$ cat src/rtl/vt_sensor_readout_avg.sv
// Readout stage for the ripple-counter sensor: synchronizes TXDV, captures CNT once per
// conversion, averages 2^AVG_LOG2 conversions and presents the mean on a valid/ready port.
module vt_sensor_readout_avg #(
  parameter int AVG_LOG2    = 2,
  parameter int SYNC_STAGES = 2
) (
  input  logic        CLK,
  input  logic        RSTHIGH,
  input  logic        TXDV,
  input  logic [15:0] CNT,
  input  logic        CLR,
  input  logic        OUT_READY,
  output logic [15:0] AVG_OUT,
  output logic        OUT_VALID,
  output logic [15:0] LAST_CNT,
  output logic        OVERRUN
);

  localparam int ACC_W = 16 + AVG_LOG2;
  localparam int IDX_W = (AVG_LOG2 > 0) ? AVG_LOG2 : 1;
  localparam logic [IDX_W-1:0] LAST_IDX = IDX_W'((1 << AVG_LOG2) - 1);

  // Each state's work is registered on the edge that leaves it: CNT is captured when
  // IDLE sees a rise, the accumulator is updated when CAPT exits, ACCUM is the recovery slot.
  localparam logic [1:0] ST_IDLE  = 2'd0;
  localparam logic [1:0] ST_CAPT  = 2'd1;
  localparam logic [1:0] ST_ACCUM = 2'd2;

  logic [SYNC_STAGES-1:0] sync_q;
  logic                   txdv_d_q;
  logic                   txdv_s;
  logic                   rise;

  logic [1:0]       state_q, state_d;
  logic [15:0]      cnt_q, cnt_d;
  logic [15:0]      last_q, last_d;
  logic [ACC_W-1:0] acc_q, acc_d;
  logic [IDX_W-1:0] idx_q, idx_d;
  logic [15:0]      avg_q, avg_d;
  logic             valid_q, valid_d;
  logic             ovr_q, ovr_d;

  logic [ACC_W-1:0] sum;
  logic [15:0]      result;

  assign txdv_s = sync_q[SYNC_STAGES-1];
  assign rise   = txdv_s & ~txdv_d_q;
  assign sum    = acc_q + ACC_W'(cnt_q);
  assign result = 16'(sum >> AVG_LOG2);

  always_comb begin
    // NOTE: every signal driven here gets a default first so no latch is inferred.
    state_d = state_q;
    cnt_d   = cnt_q;
    last_d  = last_q;
    acc_d   = acc_q;
    idx_d   = idx_q;
    avg_d   = avg_q;
    valid_d = valid_q;
    ovr_d   = ovr_q;

    if (valid_q && OUT_READY) valid_d = 1'b0;

    if (CLR) begin
      state_d = ST_IDLE;
      acc_d   = '0;
      idx_d   = '0;
      valid_d = 1'b0;
      ovr_d   = 1'b0;
    end else begin
      case (state_q)
        ST_IDLE: begin
          if (rise) begin
            cnt_d   = CNT;
            last_d  = CNT;
            state_d = ST_CAPT;
          end
        end
        ST_CAPT: begin
          state_d = ST_ACCUM;
          if (idx_q == LAST_IDX) begin
            acc_d = '0;
            idx_d = '0;
            if (!valid_q || OUT_READY) begin
              avg_d   = result;
              valid_d = 1'b1;
            end else begin
              ovr_d = 1'b1;
            end
          end else begin
            acc_d = sum;
            idx_d = idx_q + IDX_W'(1);
          end
        end
        ST_ACCUM: state_d = ST_IDLE;
        default:  state_d = ST_IDLE;
      endcase
    end
  end

  // NOTE: sequential state uses non-blocking assignments only, so every register
  // samples the pre-edge values regardless of statement order.
  always_ff @(posedge CLK or posedge RSTHIGH) begin
    if (RSTHIGH) begin
      sync_q   <= '0;
      txdv_d_q <= 1'b0;
      state_q  <= ST_IDLE;
      cnt_q    <= '0;
      last_q   <= '0;
      acc_q    <= '0;
      idx_q    <= '0;
      avg_q    <= '0;
      valid_q  <= 1'b0;
      ovr_q    <= 1'b0;
    end else begin
      sync_q   <= {sync_q[SYNC_STAGES-2:0], TXDV};
      txdv_d_q <= txdv_s;
      state_q  <= state_d;
      cnt_q    <= cnt_d;
      last_q   <= last_d;
      acc_q    <= acc_d;
      idx_q    <= idx_d;
      avg_q    <= avg_d;
      valid_q  <= valid_d;
      ovr_q    <= ovr_d;
    end
  end

  assign AVG_OUT   = avg_q;
  assign OUT_VALID = valid_q;
  assign LAST_CNT  = last_q;
  assign OVERRUN   = ovr_q;

endmodule

$ cat config.mk
export PLATFORM = sky130hd
export DESIGN_NAME = vt_sensor_readout_avg
export DESIGN_NICKNAME = d
export VERILOG_FILES = /design/src/rtl/vt_sensor_readout_avg.sv
export SDC_FILE = /design/constraint.sdc
export NUM_CORES = 1
export LEC_CHECK = 0
export BUFFER_PORTS_ARGS = -buffer_cell sky130_fd_sc_hd__buf_4
export CORE_ASPECT_RATIO = 1.1
export CORE_UTILIZATION = 60
export CTS_CLUSTER_SIZE = 14
export DETAILED_ROUTE_END_ITERATION = 8
export GPL_ROUTABILITY_DRIVEN = 0
export PLACE_DENSITY = 0.85
export SLEW_MARGIN = 20
export SYNTH_ARGS = -nofsm -noshare
export SYNTH_HDL_FRONTEND = slang
export SYNTH_SLANG_ARGS = --single-unit
$ cat constraint.sdc
create_clock -name CLK -period 6 [get_ports CLK]
set_input_delay 1.2 -clock CLK [delete_from_list [all_inputs] [get_ports CLK]]
set_output_delay 1.2 -clock CLK [all_outputs]
set_load 0.05 [all_outputs]
==> metrics.txt, run 1 <==
worst relative slew slack 39.9%; WHS Endpoint sync_q[1]; worst skew pair latency 0.33 ns; Hold Startpoint sync_q[0]; Logic pwr share between 30 and 40%; nets@finish 378; Via Count 2414; core region area 4970 um^2; port bufs 54; remaining global-route overflow 0; Post-Synthesis Cells 282; r2r startpoint LAST_CNT[2]; max cap viols 0; die width 70.4 um; num rows 27; DP Area 3540 um^2; Setup CP Type reg -> reg; Seq cells post-synth 59; fmax 377 MHz; GRT Overall Usage 26.3%; Post-Syn Nets 321; Hold Crit Depth 0; vias per inst roughly 6.0; post-route DRC violation count 0; Register-to-Register Setup Slack 3.35 ns; post-synthesis sequential area ratio 47.9%; antenna diode count 0; Layout Skew between 0.008 and 0.009 ns; first-pass GRT wire length 11000 um; layout cells sized above 1 30.5%; Die Span Y 77.2 um; async set-reset flop share out of synthesis 100%; Peak VDD IR about 230 uV; mean post-synth cell area 10.9 um^2; Pint 0.792 mW; clock share of power 30.9%; crit path DAT 2.87 ns; largest fanout on the critical path 4; setup TNS 0 ns; Synth Warn # 0; final WL roughly 6700 um; H-tree levels 3; IO Count 55; DP Worst Slack 3.38 ns; mapped cell area 3080 um^2; die area 5430 um^2; detailed placement HPWL roughly 4600 um; vias in the first global route around 2300; Final Power between 1 and 1.5 mW; endpoints failing setup 0; unique cell type count in the Yosys netlist 55; hold crit path type reg -> reg; Post-synth EDFFs 0; wire length per cell 16.6 um; Tcrit/Tclk final 44.2%; Worst Hold Slack between 0.3 and 0.4 ns; clock root buffer clkbuf_8; Crit path largest cell delay 0.73 ns; leak pwr 1.85 nW; DR pass1 iterations 4; largest net degree at the start of global routing 60; Final Max Tran Viols 0; initial antenna violation count 0; postcts setup bufs 0; Initial Util 62.1%; CTS Buffer Depth 2; antenna viol nets, final 0; outcome complete, no violations; Reg clk slew, reported paths 0.06 ns; RSZ-0062 raised after global routing false; CP max-delay cell o31ai_1; slew at the pin closest to its max-slew limit 0.900 ns; cell breakdown of the critical path ha_1, o21a_2, a21oi_1, o31ai_1, a21boi_0, xnor2_1, mux2_2; PnR worst setup slack approximately 3.4 ns; cts repair resizes 0; Critical Path RT 6.22 ns; final instance area about 3700 um^2; switch share 34.1%; hold_buf cts 0; area grow syn2layout 21.5%; fin cells 402; CTS Buf Count 9; Seq pwr share 38.3%; clk sinks 59; reg2reg path depth 7; CTS tree done; Switching Power 0.411 mW; critical path capture point type register; minimum clock period 2.65 ns; Starting DRT DRC Count 151; Fin. Hold Viols 0; Most used DFF post-synth dfrtp_1; final cell utilization of the core 75.5%; power per cell area around 320 nW/um^2; CP startpoint kind register; reg-to-reg endpoint AVG_OUT[9]; dpl cells 386
==> per-layer routing <==
layer  global-route usage [%]  share of wire (%)
met1                     34.4                 43
met2                     41.6                 49
met3                     5.52                6.2
met4                     12.4                1.6
met5                        0                  0
==> placed cells by master, fill, tap and decap left out, types with 6 or more instances in the layout <==
cell	netlist	final
dfrtp_1	59	59
o21ai_0	14	14
nor2_1	10	10
clkbuf_8	0	12
a21oi_1	15	15
buf_4	0	57
xnor2_1	6	6
mux2_2	20	20
ha_1	17	17
nand2_1	32	32
a22o_1	14	14
==> layout make-up <==
cell class	instances	area (um^2)
Clock buffer	15	176
Clock inverter	1	30.0
Fill cell	367	1220
Inverter	5	18.8
Multi-Input combinational cell	206	1530
Sequential cell	59	1480
Tap cell	58	72.6
Timing Repair Buffer	58	443
==> worst max path at each step <==
stage,start,endpoint,slack [ns]
2_1_floorplan,LAST_CNT[1],acc_q[15],3.26
3_3_place_gp,CLR,LAST_CNT[8],3.13
3_5_place_dp,CLR,LAST_CNT[6],3.38
4_1_cts,LAST_CNT[2],AVG_OUT[9],3.37
5_1_grt,LAST_CNT[2],AVG_OUT[9],3.24
6_report,LAST_CNT[2],AVG_OUT[9],3.35
==> cells in the mapped netlist (2+ instances only) <==
cell / count / share of area (%)
o21a_1: 5 / 1.2
xnor2_1: 6 / 1.7
buf_6: 2 / 0.73
a21o_1: 4 / 0.97
mux2_2: 20 / 7.3
or3_1: 3 / 0.61
o31ai_1: 5 / 1.2
o21ai_0: 14 / 2.3
clkbuf_1: 5 / 0.61
xor2_1: 5 / 1.4
nand2b_1: 2 / 0.41
o21bai_1: 2 / 0.49
ha_1: 17 / 6.9
inv_1: 5 / 0.61
dfrtp_1: 59 / 48
nand4_1: 2 / 0.41
a22o_1: 14 / 4.0
nor2b_1: 3 / 0.61
o211ai_1: 4 / 0.97
nor3_1: 5 / 0.81
and2_1: 2 / 0.41
a31oi_1: 3 / 0.61
nor2_1: 10 / 1.2
o22ai_1: 3 / 0.61
a21oi_1: 15 / 2.4
nand2_1: 32 / 3.9
nand3_1: 4 / 0.65
buf_2: 4 / 0.65
==> critical path, delay by kind of cell, from the launching register on <==
kind	cells	cell delay (ns)
flip-flops	1	0.41
XOR/XNOR	1	0.19
AO/OA/AOI/OAI	4	1.30
adder cells (fa/ha/maj)	1	0.37
multiplexers	1	0.27
==> logic make-up (layout without fill, tap and decap cells) <==
group | Yosys count | after routing | synth area share (%)
simple gates | 73 | 73 | 11.7
mux | 20 | 20 | 7.30
xor+xnor | 11 | 11 | 3.12
fa+ha+maj | 18 | 18 | 7.55
compound gates | 84 | 84 | 19.7
flops | 59 | 59 | 47.9
buf+inv | 17 | 79 | 2.76
==> registers in the layout, summed over array words and instances, names as in the netlist <==
register,count
AVG_OUT,16
OUT_VALID,1
LAST_CNT,16
OVERRUN,1
sync_q,2
txdv_d_q,1
state_q,2
acc_q,18
idx_q,2
==> power groups by stage <==
stage               Sequential [mW]  Clock (mW)  Combinational, mW
floorplan                     0.554           0              0.184
global placement              0.467           0              0.356
detailed placement            0.468           0              0.365
CTS                           0.461       0.373              0.370
global route                  0.465       0.396              0.399
finish                        0.461       0.372              0.370
No activity file was read; power rests on OpenSTA's default activity.
==> run 2, diff against run 1 <==
--- a/config.mk
+++ b/config.mk
@@ -7,11 +7,11 @@
 export LEC_CHECK = 0
 export BUFFER_PORTS_ARGS = -buffer_cell sky130_fd_sc_hd__buf_4
 export CORE_ASPECT_RATIO = 1.1
-export CORE_UTILIZATION = 60
+export CORE_UTILIZATION = 56
 export CTS_CLUSTER_SIZE = 14
 export DETAILED_ROUTE_END_ITERATION = 8
 export GPL_ROUTABILITY_DRIVEN = 0
-export PLACE_DENSITY = 0.85
+export PLACE_DENSITY = 0.8
 export SLEW_MARGIN = 20
 export SYNTH_ARGS = -nofsm -noshare
 export SYNTH_HDL_FRONTEND = slang
==> constraint.sdc (replaced) <==
create_clock -name CLK -period 2.7 [get_ports CLK]
set_input_delay 0.54 -clock CLK [delete_from_list [all_inputs] [get_ports CLK]]
set_output_delay 0.54 -clock CLK [all_outputs]
set_load 0.05 [all_outputs]
==> run 2 against run 1 <==
Compared with the run above:
- routed wire length barely moved
- first-iteration DRC count rose by 1.3%
- sequential cell count did not move
- clock power rose by 97%
- die area rose by 6.9%
- utilization fell by 2.5 points
- count of clock-buffer cells in the layout fell by 1
- non-clock buffer count rose by 3
- setup slack got worse by 3.2 ns
- critical endpoint is now acc_q[15]
- highest routed layer unchanged
==> metrics.txt, run 2 (same netlist as run 1, synthesis figures left out) <==
crit path DAT 2.77 ns; clock share of power 28.3%; final WL 6680 um; Layout Skew ~0.012 ns; worst skew pair latency 0.33 ns; Peak VDD IR 424 uV; CTS Buffer Depth 2; DR pass1 iterations 4; RSZ-0062 raised after global routing false; Critical Path RT 2.92 ns; fin cells 419; antenna viol nets, final 0; outcome complete, no violations; Most flops, register acc_q; Via Count 2407; critical path capture point type register; most common library cell in the layout ignoring fill and taps buf_4; detailed placement HPWL 4790 um; wire length per cell roughly 16 um; num rows 27; first-pass GRT wire length roughly 12000 um; delay-heaviest family, CP compound AO/OA/AOI/OAI gates; H-tree levels 3; Crit path largest cell delay 0.51 ns; Fin. Hold Viols 0; core region area between 5000 and 6000 um^2; port bufs 54; largest net degree at the start of global routing 31; Setup CP Type reg -> reg; most frequent cells in the layout 60 x buf_4, 58 x dfrtp_1, 32 x nand2_1; Pint 1.67 mW; Seq pwr share 39.6%; Starting DRT DRC Count 153; fmax between 300 and 400 MHz; setup TNS 0 ns; largest fanout on the critical path 4; cell breakdown of the critical path ha_1, a211o_1, a2111oi_4, o21ba_2, nor3_2, or4_4, a32o_2; slew at the pin closest to its max-slew limit 0.678 ns; leak pwr around 1.9 nW; layout cells sized above 1 31.7%; Final Max Tran Viols 0; die area 5810 um^2; Reg clk slew, reported paths 0.07 ns; CTS Buf Count 9; vias per inst 5.74; area grow syn2layout 22.3%; CTS tree done; Die Span Y between 70 and 80 um; Switching Power 0.920 mW; minimum clock period about 2.5 ns; Tcrit/Tclk final 94.4%; postcts setup bufs 0; max reg flops 18; hold crit path type in -> async; Logic pwr share 32.1%; CP bufs+invs 0; die width roughly 73 um; worst relative slew slack 54.4%; remaining global-route overflow 0; initial antenna violation count 0; CP startpoint kind register; endpoints failing setup 0; switch share 35.5%; Initial Util 59.7%; clk sinks 59; IO Count between 50 and 60; post-route DRC violation count 0; CP max-delay cell or4_4; dpl cells 403; power per cell area 686 nW/um^2; antenna diode count 0; vias in the first global route 2416; clock root buffer clkbuf_8; GRT Overall Usage 26.5%; nets@finish about 380; max cap viols 0
==> run 2: routing by layer <==
metal  GRT usage (%)  part of all wire, %  up-vias
met1            33.8                   44     1169
met4            12.9                  2.1        0
met5               0                    0        -
met2            43.7                   49       64
li1                -                    -     1160
met3            4.29                  4.5       14
==> run 2: through the flow <==
stage / hold WS [ns] / power [mW] / setup slack [ns] / util, % / cell area (um^2)
after floorplan: 0.331 / 1.64 / 0.0486 / - / 3090
after global placement: 0.341 / 1.84 / 0.200 / 69.4 / 3590
after detailed placement: 0.336 / 1.86 / 0.169 / 69.4 / 3590
after CTS: 0.314 / 2.59 / 0.152 / 73.0 / 3770
after global routing: 0.314 / 2.72 / 0.0795 / 73.0 / 3770
final: 0.296 / 2.59 / 0.151 / 73.0 / 3770
==> run 2: final timing paths <==
kind                        startpoint          end  slack [ns]  depth (start not counted)
max                        LAST_CNT[1]    acc_q[15]        0.15                          7
min                            RSTHIGH  LAST_CNT[3]        0.30                          2
max reg2reg                LAST_CNT[1]    acc_q[15]        0.15                          7
min reg2reg                  sync_q[0]    sync_q[1]        0.35                          0
max in group asynchronous      RSTHIGH    acc_q[13]        1.81                          3
min in group CLK                  TXDV    sync_q[0]        0.32                          1
==> run 2: area by class of cell <==
| cell class | count | area, um^2 |
|---|---|---|
| Sequential cell | 59 | 1480 |
| Fill cell | 410 | 1400 |
| Multi-Input combinational cell | 206 | 1530 |
| Clock buffer | 14 | 173 |
| Tap cell | 72 | 90.1 |
| Timing Repair Buffer | 61 | 470 |
| Inverter | 5 | 18.8 |
| Clock inverter | 2 | 10.0 |
==> run 2: worst reg2reg max path, stage by stage (launching register included) <==
cell and delay, ns:
dfrtp_2 0.43, ha_1 0.33, a211o_1 0.36, a2111oi_4 0.29, o21ba_2 0.19, nor3_2 0.05
or4_4 0.51, a32o_2 0.27
==> run 2: timing repair <==
item / CTS / global route
endpoints found under the setup margin: 0 / 1
hold endpoints to repair: 0 / 0
hold buffers: 0 / 0
gates resized for setup: 0 / 1
==> run 2: power groups by stage <==
stage	Sequential [mW]	Combinational (mW)	Clock, mW
floorplan	1.23	0.408	0
detailed placement	1.04	0.822	0
global route	1.04	0.900	0.779
global placement	1.04	0.805	0
CTS	1.03	0.829	0.739
finish	1.03	0.831	0.732
